==> config.mk <==
export PLATFORM = sky130hd
export DESIGN_NAME = instr_encoder_loader
export DESIGN_NICKNAME = d
export VERILOG_FILES = /design/src/rtl/instr_pkg.sv /design/src/rtl/sync_fifo.sv /design/src/rtl/instr_encoder_loader.sv
export SDC_FILE = /design/constraint.sdc
export NUM_CORES = 1
export LEC_CHECK = 0
export ABC_AREA = 1
export BUFFER_PORTS_ARGS = -buffer_cell sky130_fd_sc_hd__buf_4
export CORE_UTILIZATION = 56
export DETAILED_ROUTE_END_ITERATION = 12
export GPL_TIMING_DRIVEN = 0
export PLACE_DENSITY = 0.8
export SETUP_SLACK_MARGIN = 0.3
export SLEW_MARGIN = 10
export SYNTH_ARGS = -nofsm -noshare
export SYNTH_HDL_FRONTEND = slang
export SYNTH_SLANG_ARGS = --single-unit
==> constraint.sdc <==
create_clock -name clk -period 3.2 [get_ports clk]
set_input_delay 0.16 -clock clk [delete_from_list [all_inputs] [get_ports clk]]
set_output_delay 0.16 -clock clk [all_outputs]
set_load 0.02 [all_outputs]
==> src/rtl/instr_pkg.sv <==
// Shared instruction field layout, format codes and loader FSM states.
// Both the encoder (pack) and the decode path (unpack) slice words through here.
package instr_pkg;

    localparam int OPC_MSB   = 31;
    localparam int RS_LSB    = 21;
    localparam int RT_LSB    = 16;
    localparam int RD_LSB    = 11;
    localparam int SHAMT_LSB = 6;

    localparam int OPC_W    = 6;
    localparam int REG_W    = 5;
    localparam int FUNCT_W  = 6;
    localparam int IMM_W    = 16;
    localparam int TARGET_W = 26;

    typedef enum logic [1:0] {
        FMT_R   = 2'd0,
        FMT_I   = 2'd1,
        FMT_J   = 2'd2,
        FMT_BAD = 2'd3
    } fmt_e;

    typedef enum logic [1:0] {
        ST_IDLE  = 2'd0,
        ST_LOAD  = 2'd1,
        ST_DRAIN = 2'd2
    } state_e;

    typedef struct packed {
        fmt_e                fmt;
        logic [OPC_W-1:0]    opcode;
        logic [REG_W-1:0]    rs;
        logic [REG_W-1:0]    rt;
        logic [REG_W-1:0]    rd;
        logic [REG_W-1:0]    shamt;
        logic [FUNCT_W-1:0]  funct;
        logic [IMM_W-1:0]    imm;
        logic [TARGET_W-1:0] target;
    } fields_t;

    // Fields that do not belong to the format are left out of the word.
    function automatic logic [31:0] pack_instr(input fields_t f);
        logic [31:0] w;
        w = '0;
        w[OPC_MSB -: OPC_W] = f.opcode;
        case (f.fmt)
            FMT_R: begin
                w[RS_LSB +: REG_W]    = f.rs;
                w[RT_LSB +: REG_W]    = f.rt;
                w[RD_LSB +: REG_W]    = f.rd;
                w[SHAMT_LSB +: REG_W] = f.shamt;
                w[FUNCT_W-1:0]        = f.funct;
            end
            FMT_I: begin
                w[RS_LSB +: REG_W] = f.rs;
                w[RT_LSB +: REG_W] = f.rt;
                w[IMM_W-1:0]       = f.imm;
            end
            FMT_J:   w[TARGET_W-1:0] = f.target;
            default: w = '0;
        endcase
        return w;
    endfunction

    function automatic fields_t unpack_instr(input logic [31:0] w, input fmt_e fmt);
        fields_t f;
        f.fmt    = fmt;
        f.opcode = w[OPC_MSB -: OPC_W];
        f.rs     = w[RS_LSB +: REG_W];
        f.rt     = w[RT_LSB +: REG_W];
        f.rd     = w[RD_LSB +: REG_W];
        f.shamt  = w[SHAMT_LSB +: REG_W];
        f.funct  = w[FUNCT_W-1:0];
        f.imm    = w[IMM_W-1:0];
        f.target = w[TARGET_W-1:0];
        return f;
    endfunction

endpackage

==> src/rtl/sync_fifo.sv <==
// Single-clock FIFO with synchronous reset; rdata reads as zero while empty.
module sync_fifo #(
    parameter int WIDTH = 32,
    parameter int DEPTH = 4
) (
    input  logic             clk,
    input  logic             rst,
    input  logic             push,
    input  logic [WIDTH-1:0] wdata,
    input  logic             pop,
    output logic [WIDTH-1:0] rdata,
    output logic             full,
    output logic             empty
);

    localparam int          AW       = $clog2(DEPTH);
    localparam logic [AW:0] FULL_CNT = (AW+1)'(DEPTH);

    logic [WIDTH-1:0] mem_q [DEPTH];
    logic [AW-1:0]    wr_ptr_q, rd_ptr_q;
    logic [AW:0]      cnt_q, cnt_d;
    logic             push_ok, pop_ok;

    assign full    = (cnt_q == FULL_CNT);
    assign empty   = (cnt_q == '0);
    assign push_ok = push && !full;
    assign pop_ok  = pop && !empty;
    assign rdata   = empty ? '0 : mem_q[rd_ptr_q];

    always_comb begin
        cnt_d = cnt_q;
        case ({push_ok, pop_ok})
            2'b10:   cnt_d = cnt_q + (AW+1)'(1);
            2'b01:   cnt_d = cnt_q - (AW+1)'(1);
            default: cnt_d = cnt_q;
        endcase
    end

    always_ff @(posedge clk) begin
        if (rst) begin
            wr_ptr_q <= '0;
            rd_ptr_q <= '0;
            cnt_q    <= '0;
        end else begin
            cnt_q <= cnt_d;
            if (push_ok) wr_ptr_q <= wr_ptr_q + AW'(1);
            if (pop_ok)  rd_ptr_q <= rd_ptr_q + AW'(1);
        end
    end

    // Storage needs no reset: stale entries are never visible past the count.
    always_ff @(posedge clk) begin
        if (push_ok) mem_q[wr_ptr_q] <= wdata;
    end

endmodule

==> src/rtl/instr_encoder_loader.sv <==
// Packs R/I/J field bundles into 32-bit words, buffers them and writes them
// to instruction memory at consecutive word addresses during a load session.
module instr_encoder_loader
    import instr_pkg::*;
#(
    parameter int ADDR_W     = 10,
    parameter int FIFO_DEPTH = 4,
    parameter int BASE_ADDR  = 0
) (
    input  logic              clk,
    input  logic              rst,
    input  logic              start,
    input  logic              finish,
    input  logic              in_valid,
    output logic              in_ready,
    input  logic [1:0]        in_fmt,
    input  logic [5:0]        in_opcode,
    input  logic [4:0]        in_rs,
    input  logic [4:0]        in_rt,
    input  logic [4:0]        in_rd,
    input  logic [4:0]        in_shamt,
    input  logic [5:0]        in_funct,
    input  logic [15:0]       in_imm,
    input  logic [25:0]       in_target,
    output logic              mem_we,
    output logic [ADDR_W-1:0] mem_addr,
    output logic [31:0]       mem_wdata,
    input  logic              mem_ready,
    output logic [ADDR_W:0]   count,
    output logic              busy,
    output logic              done,
    output logic              err
);

    localparam logic [ADDR_W-1:0] BASE      = ADDR_W'(BASE_ADDR);
    localparam logic [ADDR_W:0]   COUNT_MAX = {1'b1, {ADDR_W{1'b0}}};

    state_e            state_q;
    logic [ADDR_W-1:0] ptr_q, ptr_d;
    logic [ADDR_W:0]   count_q, count_d;
    logic              done_q, err_q;

    fields_t     fields;
    logic [31:0] packed_word;
    logic        accept, bad_fmt, push, wr_fire;
    logic        fifo_full, fifo_empty;

    assign fields = '{
        fmt:    fmt_e'(in_fmt),
        opcode: in_opcode,
        rs:     in_rs,
        rt:     in_rt,
        rd:     in_rd,
        shamt:  in_shamt,
        funct:  in_funct,
        imm:    in_imm,
        target: in_target
    };

    assign packed_word = pack_instr(fields);

    // Ready comes only from registered state and occupancy, so a full FIFO
    // refuses input even in a cycle where it is also being popped.
    assign in_ready = (state_q == ST_LOAD) && !fifo_full;
    assign accept   = in_valid && in_ready;
    assign bad_fmt  = (fields.fmt == FMT_BAD);
    assign push     = accept && !bad_fmt;
    assign mem_we   = !fifo_empty;
    assign wr_fire  = mem_we && mem_ready;

    sync_fifo #(
        .WIDTH (32),
        .DEPTH (FIFO_DEPTH)
    ) u_fifo (
        .clk   (clk),
        .rst   (rst),
        .push  (push),
        .wdata (packed_word),
        .pop   (wr_fire),
        .rdata (mem_wdata),
        .full  (fifo_full),
        .empty (fifo_empty)
    );

    // Pointer wraps with the address width; count pins at 2^ADDR_W instead.
    always_comb begin
        ptr_d   = ptr_q;
        count_d = count_q;
        if (wr_fire) begin
            ptr_d = ptr_q + ADDR_W'(1);
            if (count_q != COUNT_MAX) count_d = count_q + (ADDR_W+1)'(1);
        end
    end

    always_ff @(posedge clk) begin
        if (rst) begin
            state_q <= ST_IDLE;
            ptr_q   <= BASE;
            count_q <= '0;
            done_q  <= 1'b0;
            err_q   <= 1'b0;
        end else begin
            ptr_q   <= ptr_d;
            count_q <= count_d;
            done_q  <= 1'b0;
            if (accept && bad_fmt) err_q <= 1'b1;
            case (state_q)
                ST_IDLE: begin
                    if (start) begin
                        state_q <= ST_LOAD;
                        ptr_q   <= BASE;
                        count_q <= '0;
                        err_q   <= 1'b0;
                    end
                end
                ST_LOAD: begin
                    if (finish) state_q <= ST_DRAIN;
                end
                ST_DRAIN: begin
                    // An empty FIFO means mem_we is low, so nothing is in flight.
                    if (fifo_empty) begin
                        state_q <= ST_IDLE;
                        done_q  <= 1'b1;
                    end
                end
                default: state_q <= ST_IDLE;
            endcase
        end
    end

    assign mem_addr = ptr_q;
    assign count    = count_q;
    assign busy     = (state_q != ST_IDLE);
    assign done     = done_q;
    assign err      = err_q;

endmodule

Yosys cells after proc, flatten, opt, wreduce, memory -nomap -nowiden
Memory sizes are Yosys's and may differ from the RTL's. A register that Yosys moved wholly into a read port is not among the register bits.
Cells that the tools add are included.
{"block": "totals", "register_bits": 32, "ram_bits": 128, "elab_cells": 69, "mem_count": 1, "input_bits": 82}
{"memory": "u_fifo.mem_q", "words": 4, "width": 32, "rd": 1, "rd_ports_with_merged_regs": 1, "wr": 1, "line": "sync_fifo.sv:19", "rtl": "logic [WIDTH-1:0] mem_q [DEPTH];"}
{"block": "op_classes", "eq_ne": 12, "n_mux": 23, "n_addsub": 6, "bitwise": 1, "reduce_logical": 18}
{"op": "$pmux W26 S3", "n": 1}
{"op": "$mux W11", "n": 4}
{"op": "$mux W32", "n": 1}
{"op": "$mux W10", "n": 3}
{"op": "$add A11 B1 Y11 const B", "n": 1}
{"op": "$ne A11 B11 Y1 const B", "n": 1}
{"op": "$add A10 B1 Y10 const B", "n": 1}
{"op": "$mux W2", "n": 5}
{"op": "$eq A2 B2 Y1 const B", "n": 4}
{"op": "$logic_and A1 B1 Y1", "n": 7}
{"op": "$eq A2 B1 Y1 const B", "n": 3}
{"op": "$mux W1", "n": 6}
{"op": "$mux W6", "n": 1}
{"op": "$pmux W2 S3", "n": 1}
{"op": "$pmux W3 S2", "n": 1}
{"op": "$add A2 B1 Y2 const B", "n": 2}
{"op": "$logic_not A2 Y1", "n": 2}
{"op": "$ne A2 B2 Y1 const B", "n": 2}
{"op": "$reduce_bool A2 Y1", "n": 2}
{"op": "$add A3 B1 Y3 const B", "n": 1}
{"op": "$eq A3 B3 Y1 const B", "n": 1}
{"op": "$logic_not A1 Y1", "n": 3}
{"op": "$logic_not A3 Y1", "n": 1}
{"op": "$reduce_and A3 Y1", "n": 1}
{"op": "5 further kinds", "n": 5}

Longest topological paths before layout
{"block": "logic_depth", "word_depth": 8, "mapped_depth": 12}

By module
From an unflattened synthesis, not the netlist that was laid out.
{"block": "unflattened", "cells_unflattened": 758, "area_unflattened_um2": 7467.2}
{"mod": "sync_fifo", "cells_per_inst": 447, "seq_area_each_um2": 4023.9, "area_each_um2": 5489.0, "n_inst": 1}
{"mod": "instr_encoder_loader", "cells_per_inst": 311, "seq_area_each_um2": 500.5, "area_each_um2": 1978.1, "n_inst": 1}

Worst setup path after synthesis
OpenSTA, ideal clock, no wires.
{"block": "synth_timing", "kind": "register -> register", "startpoint": "register state_q[0]", "endpoint": "memory u_fifo.mem_q[0][0], enable pin", "required_time_ns": 2.779, "path_stages_with_launch": 7, "arrival_ns": 2.257, "slack_ns": 0.522, "path_buffers": 0, "synth_period_minus_slack_ns": 2.678, "path_cell_list": "dfxtp_1 > inv_2 > nor2_4 > inv_2 > nor2_4 > nand3_4 > nor2_1"}
{"block": "synth_between", "elab_chain_cells": 7}
{"element": "start, declared", "line": "instr_encoder_loader.sv:38", "rtl": "state_e state_q;"}
{"element": "start signal, assigned", "line": "instr_encoder_loader.sv:97", "rtl": "state_q <= ST_IDLE;"}
{"element": "start signal, assigned", "line": "instr_encoder_loader.sv:110", "rtl": "state_q <= ST_LOAD;"}
{"element": "start signal, assigned", "line": "instr_encoder_loader.sv:117", "rtl": "if (finish) state_q <= ST_DRAIN;"}
{"element": "$eq A2 B1 Y1", "line": "instr_encoder_loader.sv:64", "rtl": "assign in_ready = (state_q == ST_LOAD) && !fifo_full;"}
{"element": "$logic_and A1 B1 Y1", "line": "instr_encoder_loader.sv:64"}
{"element": "net in_ready", "line": "instr_encoder_loader.sv:15", "rtl": "output logic in_ready,"}
{"element": "$logic_and A1 B1 Y1", "line": "instr_encoder_loader.sv:65", "rtl": "assign accept = in_valid && in_ready;"}
{"element": "$logic_and A1 B1 Y1", "line": "instr_encoder_loader.sv:67", "rtl": "assign push = accept && !bad_fmt;"}
{"element": "$logic_and A1 B1 Y1", "line": "sync_fifo.sv:26", "rtl": "assign push_ok = push && !full;"}
{"element": "$mux W1", "line": "sync_fifo.sv:53", "rtl": "if (push_ok) mem_q[wr_ptr_q] <= wdata;"}
{"element": "$mux W1 (implied by the code)", "line": "sync_fifo.sv:53"}
{"element": "end, declared", "line": "sync_fifo.sv:19"}
The timed path passes the listed nets, and every way through them passes these cells.

Worst setup path in the final report
{"block": "layout_timing", "startpoint": "register u_fifo.cnt_q[1]", "endpoint": "register u_fifo.cnt_q[2]"}
{"block": "layout_between", "elab_chain_cells": 8}
{"element": "start, declared", "line": "sync_fifo.sv:21", "rtl": "logic [AW:0] cnt_q, cnt_d;"}
{"element": "start signal, assigned", "line": "sync_fifo.sv:45", "rtl": "cnt_q <= cnt_d;"}
{"element": "$eq A3 B3 Y1", "line": "sync_fifo.sv:24", "rtl": "assign full = (cnt_q == FULL_CNT);"}
{"element": "$logic_not A1 Y1", "line": "sync_fifo.sv:26, instr_encoder_loader.sv:64"}
{"element": "$logic_and A1 B1 Y1", "line": "instr_encoder_loader.sv:64"}
{"element": "$logic_and A1 B1 Y1", "line": "instr_encoder_loader.sv:65"}
{"element": "$logic_and A1 B1 Y1", "line": "instr_encoder_loader.sv:67"}
{"element": "$logic_and A1 B1 Y1", "line": "sync_fifo.sv:26"}
{"element": "$eq A2 B1 Y1 or $eq A2 B2 Y1 (tied branches)", "line": "sync_fifo.sv:32", "rtl": "case ({push_ok, pop_ok})"}
{"element": "$pmux W3 S2 or $reduce_bool A2 Y1 (tied branches)"}
Parallel ways exist; a longest one is shown, timed or not.
A chain may end at the register's enable or synchronous reset.

==> out/results.ini <==
[run_status]
status = finished clean

[sta]
tightest_slew_ps = 585
fmax_mhz = 452
hold_violations = 0
skew_ps = 9.22
min_period_ps = 2210
setup_viol = 0
finalCritPeriodShare_pct = 69.1
slew_headroom_pct = 61.0
rsz0062_at_grt = false
slew_viol_final = 0

[final_layout]
final_common_cell = nor2_1
multi_input_area_mm2 = 0.00247
regArea_mm2 = 0.00452
layout_common_cells = 165 x nor2_1, 141 x buf_4, 128 x edfxtp_1
fillers = 911
diodes = 0
final_cell_count_no_fill = 1103
syn_to_final_growth_pct = 26.5
nets = 1009
drive_gt1_share_pct = 26.2

[die]
die_h_um = 118
ios = 140
dieArea_mm2 = 0.0138
fp.coreArea_mm2 = 0.0128
rows = 41
die_width_um = 118
initial_core_util_pct = 58.3

[critical_path]
cp.arrival_ps = 2570
worstSetupPathType = reg -> reg
cp-end-kind = flop
rr_worst_depth = 10
cp_max_fo = 7
crit_required_ps = 3550
startpoint_type = flop

[detailed_routing]
drtIter0Drc = 393
route.detailed.drc = 0
first_pass_iters = 6
drt-total-wl_um = 17300
routed_via_density = 5.31
wl_per_cell_um = 15.7
antenna_left = 0
num_vias = 5854

[grt]
grt_pass1_wl_um = 27800
grt_pass1_vias = 5604
track_usage_pct = 26.1
grt_max_degree = 28
grt_overflow = 0
grt_antenna_before_repair = 0

[cts]
clockBufferDepth = 2
htreeDepth = 4
cts_tree = built
cts_resized = 0
post_cts_buffers = 0
clk_pin_slew_worst_paths_ps = 60
cts_sinks = 162
clock_latency_ps = 410
cts-buffers-inserted = 17
cts-root-buf = clkbuf_16

[power_and_ir_drop]
power_leakage_nw = 3.80
vdd_drop_max_mv = 0.415
p_per_area_mw_per_mm2 = 677
power_w = 0.00640

[yosys]
ys.flop_type = edfxtp_1
synth_nets = 847
yosysWarnings = 0
synth_edf_count = 128
seq_area_frac_synth_pct = 60.5
ys_ff_latch = 162
synth.distinct_cells = 40
avgSynthCellArea_um2 = 9.88
synth_area_mm2 = 0.00747
synth-async-reset-ratio_pct = 0
synthCells = 756

[placed_design]
portBuffers = 138
dp_hpwl_um = 11500
place_congestion = 0.866
dp.cells = 1070

[hold_path]
hold_depth = 3
min_path_type = in -> reg

[run]
cap_violations = 0

[layout make-up]
cell class | instances | area share, %
plain buffers | 36 | 2.18
clock buffers | 23 | 4.74
clock inverters | 9 | 1.67
inverters | 79 | 3.16
multi-input cells | 479 | 26.2
flip-flops and latches | 162 | 47.9
well taps | 172 | 2.28
repair buffers | 143 | 11.9
[critical path, stage by stage (launching register included)]
cell and delay, ps:
dfxtp_1 340, nor3_1 340, nor2_4 90, nand3_4 170, ha_1 190, inv_1 70, fa_1 390, a21oi_1 160
o21ai_0 140, a21oi_1 150, o21a_1 120
[power breakdown]
| group | total (W) | internal, W | switching, W |
|---|---|---|---|
| clock | 0.00207 | 0.00131 | 0.000764 |
| combinational | 0.00194 | 0.000685 | 0.00126 |
| sequential | 0.00238 | 0.00234 | 0.0000377 |
| total | 0.00640 | 0.00434 | 0.00206 |
[cells in the mapped netlist, types with 3 or more instances]
master,n,area [µm²]
buf_4,3,22.5
o21ai_2,7,61.3
edfxtp_1,128,3840
xor2_1,5,43.8
nor2_1,169,634
o21ai_0,69,345
inv_1,69,259
nor2_4,4,45.0
ha_1,8,100
nand3_1,28,140
clkbuf_1,11,41.3
o21ai_1,10,50.1
nor2_2,5,31.3
nor3b_1,3,22.5
nand4_1,4,25.0
buf_6,4,45.0
nor3_1,5,25.0
dfxtp_1,34,681
inv_2,8,30.0
a21oi_1,51,255
nand2_1,81,304
buf_2,15,75.1
o211ai_2,15,188
[repair_timing]
item / in CTS / in global routing
hold buffers: 1 / 0
setup endpoints to repair: 0 / 0
hold endpoints to repair: 3 / 0
[per-stage QoR]
stage	hold slack [ps]	setup TNS, ps	area, µm²	setup slack (ps)	utilization (%)
after floorplan	236	0	7470	522	-
after global placement	397	-49820	8720	-438	68.0
after detailed placement	399	0	8830	1020	68.9
after CTS	1.98	0	9450	994	73.7
after global routing	6.70	0	9450	835	73.7
final	14.5	0	9450	988	73.7
[state kept, by name (all words and copies together) (netlist names), named ones only]
name	count
u_fifo.wr_ptr_q	2
u_fifo.cnt_q	3
mem_addr	10
u_fifo.rd_ptr_q	2
err	1
state_q	2
u_fifo.mem_q	128
done	1
count	11
[cells by family after synthesis]
kind of cell	synth area share (%)
AO/OA/AOI/OAI	12.4
XOR/XNOR	0.586
adder cells (fa/ha/maj)	1.61
AND/OR/NAND/NOR	18.1
buffers and inverters	6.76
flip-flops	60.5
[per-layer routing]
layer | vias to the layer above | part of all wire (%) | track usage (%)
li1 | 2864 | - | -
met3 | 24 | 6.6 | 5.09
met5 | - | 0 | 0
met2 | 229 | 49 | 44.2
met4 | 0 | 1.9 | 9.94
met1 | 2737 | 42 | 33.1
[path summary, 6_finish.rpt]
kind | to | start | slack, ps
max | u_fifo.cnt_q[2] | u_fifo.cnt_q[1] | 990
min reg2reg | err | err | 460
min | state_q[1] | finish | 10
max reg2reg | u_fifo.cnt_q[2] | u_fifo.cnt_q[1] | 990
No activity file was read; power rests on OpenSTA's default activity.
